### src/rtl/elevator_call_panel.sv
// elevator_call_panel: latches five floor calls and sequences serve/door-open stops
module elevator_call_panel #(
  parameter int DOOR_CYCLES = 4
) (
  input  logic       clk,
  input  logic       rst,
  input  logic [4:0] btn,
  input  logic [2:0] floor,
  output logic       rgnd,
  output logic       r1st,
  output logic       r2nd,
  output logic       r3rd,
  output logic       r4th,
  output logic [4:0] pending,
  output logic       door_open,
  output logic       busy
);
  typedef enum logic [1:0] {IDLE, SERVE, DOOR} state_t;
  localparam logic [3:0] RELOAD = 4'(DOOR_CYCLES - 1);
  state_t     state_q, state_d;
  logic [4:0] pending_q, pending_d;
  logic [3:0] cnt_q, cnt_d;
  logic [2:0] cap_q, cap_d;
  logic [4:0] latched, cur_oh, cap_oh, r;
  logic       hit, moved, hold;
  always_ff @(posedge clk) begin
    if (rst) begin
      state_q   <= IDLE;
      pending_q <= '0;
      cnt_q     <= '0;
      cap_q     <= '0;
    end else begin
      state_q   <= state_d;
      pending_q <= pending_d;
      cnt_q     <= cnt_d;
      cap_q     <= cap_d;
    end
  end
  always_comb begin
    latched   = pending_q | btn;
    cur_oh    = 5'(8'b1 << floor);
    cap_oh    = 5'(8'b1 << cap_q);
    hit       = |(cur_oh & pending_q);
    moved     = floor != cap_q;
    hold      = |(cap_oh & btn);
    state_d   = state_q;
    pending_d = latched;
    cnt_d     = cnt_q;
    cap_d     = cap_q;
    case (state_q)
      IDLE:  state_d = |latched ? SERVE : IDLE;
      SERVE: if (hit) begin
        state_d = DOOR;
        cnt_d   = RELOAD;
        cap_d   = floor;
      end
      DOOR:
        if (moved) state_d = SERVE;
        else if (hold) cnt_d = RELOAD;
        else if (cnt_q != 4'd0) cnt_d = cnt_q - 4'd1;
        else begin
          pending_d = latched & ~cap_oh;
          state_d   = |pending_d ? SERVE : IDLE;
        end
      default: state_d = IDLE;
    endcase
  end
  always_comb begin
    r = state_q == DOOR ? cap_oh : state_q == SERVE ? pending_q : 5'b0;
  end
  assign {r4th, r3rd, r2nd, r1st, rgnd} = r;
  assign pending   = pending_q;
  assign door_open = state_q == DOOR;
  assign busy      = state_q != IDLE;
endmodule

### config.mk
export PLATFORM = sky130hd
export DESIGN_NAME = elevator_call_panel
export DESIGN_NICKNAME = d
export VERILOG_FILES = /design/src/rtl/elevator_call_panel.sv
export SDC_FILE = /design/constraint.sdc
export NUM_CORES = 1
export LEC_CHECK = 0
export CAP_MARGIN = 20
export CORE_MARGIN = 3
export CORE_UTILIZATION = 45
export CTS_CLUSTER_DIAMETER = 50
export DETAILED_ROUTE_END_ITERATION = 10
export PLACE_DENSITY = 0.78
export SKIP_LAST_GASP = 1
export SLEW_MARGIN = 20
export SYNTH_ARGS = -nofsm -noshare
export SYNTH_HDL_FRONTEND = slang
export SYNTH_SLANG_ARGS = --single-unit
### constraint.sdc
create_clock -name clk -period 2.3 [get_ports clk]
set_clock_uncertainty 0.15 [all_clocks]
set_input_delay 0.46 -clock clk [delete_from_list [all_inputs] [get_ports clk]]
set_output_delay 0.46 -clock clk [all_outputs]
set_load 0.03 [all_outputs]
==> flow_summary.yaml, run 1 <==
sta:
  period_minus_slack_ns: 2.239
  min_period_over_period_pct: 97.35
  maxClockFrequency_mhz: 446.6
  final-hold-violation-count: 0
  slew_viol_final: 0
  setup_violations: 0
  slew_headroom_pct: 56.08
  tightest_slew_ns: 0.6574
  rsz0062_at_grt: "true"
floorplanning:
  fp.coreArea_um2: 1858
  rows: 15
  die_area_um2: 2695
  die_w_um: 51.91
  initial_core_util_pct: 51.04
  die_h_um: 51.91
  io_pins: 22
placement:
  portBuffers: 21
  place_congestion: 0.8354
  place_area_um2: 1214
  post-place-cells: 159
  dp_hpwl_mm: 1.991
detailed_routing:
  drcViolationCount: 0
  drt_pre_antenna_iters: 4
  wl_per_cell_um: 16.36
  routed_via_density: 5.828
  vias: 950
  routed_wl_mm: 2.666
  ant_nets: 0
  drt_iter0_drc: 31
critical_path:
  r2r_end: "pending[4]"
  crit_path_end_kind: "output port"
  cp.required_ns: 1.69
  crit_fanout: 5
  r2r_cells: 5
  crit_end: "r2nd"
  ff2ff_setup_slack_ns: 0.34
  critPathArrivalTime_ns: 1.63
  crit_start: "state_q[0]"
  start_kind: "register"
  crit_type: "register to output port"
  critical_path.reg2reg.startpoint: "cnt_q[0]"
synth:
  ys_seq_area_share_pct: 29.55
  ys_types: 44
  synth_area_um2: 948.4
  ys_seq_elements: 14
  ys.flop_type: "dfxtp_1"
  synth-edff-count: 0
  synthArstFlopShare_pct: 0
  syn_area_per_cell_um2: 8.782
  yosys_warnings: 0
  syn_inst: 108
  synth_nets: 120
global_route:
  grt_usage_pct: 21.70
  antenna_found_initial: 0
  overflow: 0
  grt_pass1_vias: 939
  grt_max_degree: 15
  grt_first_pass_wirelength_mm: 4.333
power:
  p_leak_nw: 0.4834
  p_comb_share_pct: 29.0
  p_sw_share_pct: 31.18
  power_frac_seq_pct: 42.3
  p_per_area_nw_per_um2: 509.0
  internal-power_mw: 0.4387
  netSwitchingPower_mw: 0.1988
  clkPwrFrac_pct: 28.7
  ir_worst_vdd_uv: 361.8
clocking:
  clk_pin_slew_ns: 0.09
  post_cts_buffers: 0
  clockBufferDepth: 2
  cts.sink_count: 14
  root_buffer: "clkbuf_4"
  cts_tree: "built"
  cts_inserted_buffers: 3
  htreeDepth: 1
  clock_latency_ns: 0.29
layout:
  drive_gt1_share_pct: 23.19
  area_delta_synth_final_pct: 32.06
  fill_cells: 147
  fin_nets: 151
  finalNonFillerCells: 163
  antenna_cells: 0
  fin_area_um2: 1252
min_path:
  hp-class: "register to register"
  hold_path_depth: 2
outcome:
  outcome: "finished, final reports clean"
flow_run:
  drv_cap: 0
## cells by family after synthesis
group | Yosys count | share of synthesized area, %
simple gates | 45 | 30.34
flops | 14 | 29.55
compound gates | 30 | 23.75
mux | 4 | 4.485
buf+inv | 10 | 6.462
xor+xnor | 3 | 2.771
fa+ha+maj | 2 | 2.638
## per-stage QoR
stage	hold WS, ns	setup slack, ns	setup TNS [ns]	power, mW	util [%]
detailed placement	0.3626	-0.08363	-0.2612	0.4576	65.32
floorplan	0.3198	0.5790	0	0.3820	-
CTS	0.3751	0.07433	0	0.6388	67.27
finish	0.3740	0.06092	0	0.6375	67.41
global route	0.3986	-0.009188	-0.01501	0.6629	67.41
global placement	0.3469	-0.05070	-0.1156	0.4546	65.32
## cells in the final DEF (no fill, tap or decap), types with 2 or more instances in the layout
| cell | Yosys | final |
|---|---|---|
| nor3b_1 | 3 | 3 |
| a211oi_1 | 6 | 6 |
| mux2_2 | 2 | 2 |
| nand3_1 | 3 | 3 |
| nand4_1 | 2 | 2 |
| dfxtp_2 | 0 | 2 |
| nand2_1 | 5 | 5 |
| nor3_1 | 4 | 4 |
| nor2b_1 | 3 | 3 |
| clkbuf_4 | 0 | 3 |
| or3_1 | 2 | 2 |
| nor2_1 | 8 | 8 |
| a21oi_1 | 5 | 5 |
| o21ai_0 | 2 | 2 |
| buf_4 | 2 | 16 |
| mux2i_1 | 2 | 2 |
| ha_1 | 2 | 2 |
| xnor2_1 | 3 | 3 |
| nand2b_1 | 2 | 2 |
| dfxtp_1 | 14 | 12 |
| nor4_1 | 2 | 2 |
| clkdlybuf4s50_1 | 0 | 16 |
| inv_1 | 4 | 4 |
| a21o_1 | 2 | 2 |
| a22o_1 | 5 | 5 |
| nand3b_1 | 3 | 3 |
## routing by layer
metal  share of wire (%)  wire length [um]  GRT usage, %
met4                 1.2                33         9.170
met1                  49              1308         29.82
met5                   0                 0             0
met2                  45              1188         33.68
met3                 5.1               136         2.865
## flip-flops by register name (all words and copies together) (netlist names)
| register | cells |
|---|---|
| cap_q | 3 |
| state_q | 2 |
| pending | 5 |
| cnt_q | 4 |
## cells in the mapped netlist, types with 3 or more instances
library cell	instances	area share, %
dfxtp_1	14	30
nor2_1	8	3.2
a211oi_1	6	4.7
a21oi_1	5	2.6
a22o_1	5	4.6
nand2_1	5	2.0
inv_1	4	1.6
nor3_1	4	2.1
nand3_1	3	1.6
nand3b_1	3	2.4
nor2b_1	3	2.0
nor3b_1	3	2.4
xnor2_1	3	2.8
## final cells by class
cell class / count / area (um^2) / share of cell area, %
flip-flops and latches: 14 / 282.8 / 22.58
well taps: 25 / 31.28 / 2.498
inverters: 4 / 15.01 / 1.199
repair buffers: 32 / 280.3 / 22.38
multi-input cells: 84 / 606.8 / 48.45
clock buffers: 4 / 36.28 / 2.897
## power by group through the flow
stage | Sequential, mW | Clock (mW) | Combinational (mW)
final | 0.270 | 0.183 | 0.185
after global routing | 0.271 | 0.193 | 0.199
after CTS | 0.269 | 0.186 | 0.184
after detailed placement | 0.275 | 0 | 0.183
after global placement | 0.274 | 0 | 0.181
after floorplan | 0.282 | 0 | 0.100
## worst max-delay path: stages, from the launching register on
cell and delay [ns]:
dfxtp_1 0.43, nor2b_1 0.37, buf_4 0.22, a22o_1 0.15
buf_4 0.16
## how the worst min path moves through the flow
stage          startpoint  endpoint  slack [ns]
2_1_floorplan    cnt_q[3]  cnt_q[3]        0.32
6_report         cnt_q[1]  cnt_q[1]        0.37
3_3_place_gp     cnt_q[3]  cnt_q[3]        0.35
4_1_cts          cnt_q[1]  cnt_q[1]        0.38
5_1_grt          cnt_q[2]  cnt_q[2]        0.40
3_5_place_dp     cnt_q[1]  cnt_q[1]        0.36
## what timing repair did
| action | 4_1_cts | 5_1_grt |
|---|---|---|
| setup endpoints to repair | 0 | 4 |
| hold buffers | 0 | 0 |
| gates resized for setup | 0 | 2 |
Note: power is estimated with default switching activity, not from simulation.
==> run 2, diff against run 1 <==
--- a/config.mk
+++ b/config.mk
@@ -5,10 +5,11 @@
 export SDC_FILE = /design/constraint.sdc
 export NUM_CORES = 1
 export LEC_CHECK = 0
-export CAP_MARGIN = 20
+export CAP_MARGIN = 0
 export CORE_MARGIN = 3
 export CORE_UTILIZATION = 45
 export CTS_CLUSTER_DIAMETER = 50
+export CTS_CLUSTER_SIZE = 14
 export DETAILED_ROUTE_END_ITERATION = 10
 export PLACE_DENSITY = 0.78
 export SKIP_LAST_GASP = 1
==> results of run 2 <==
Same layout as run 1: the final DEF is identical, and so are final timing and power.
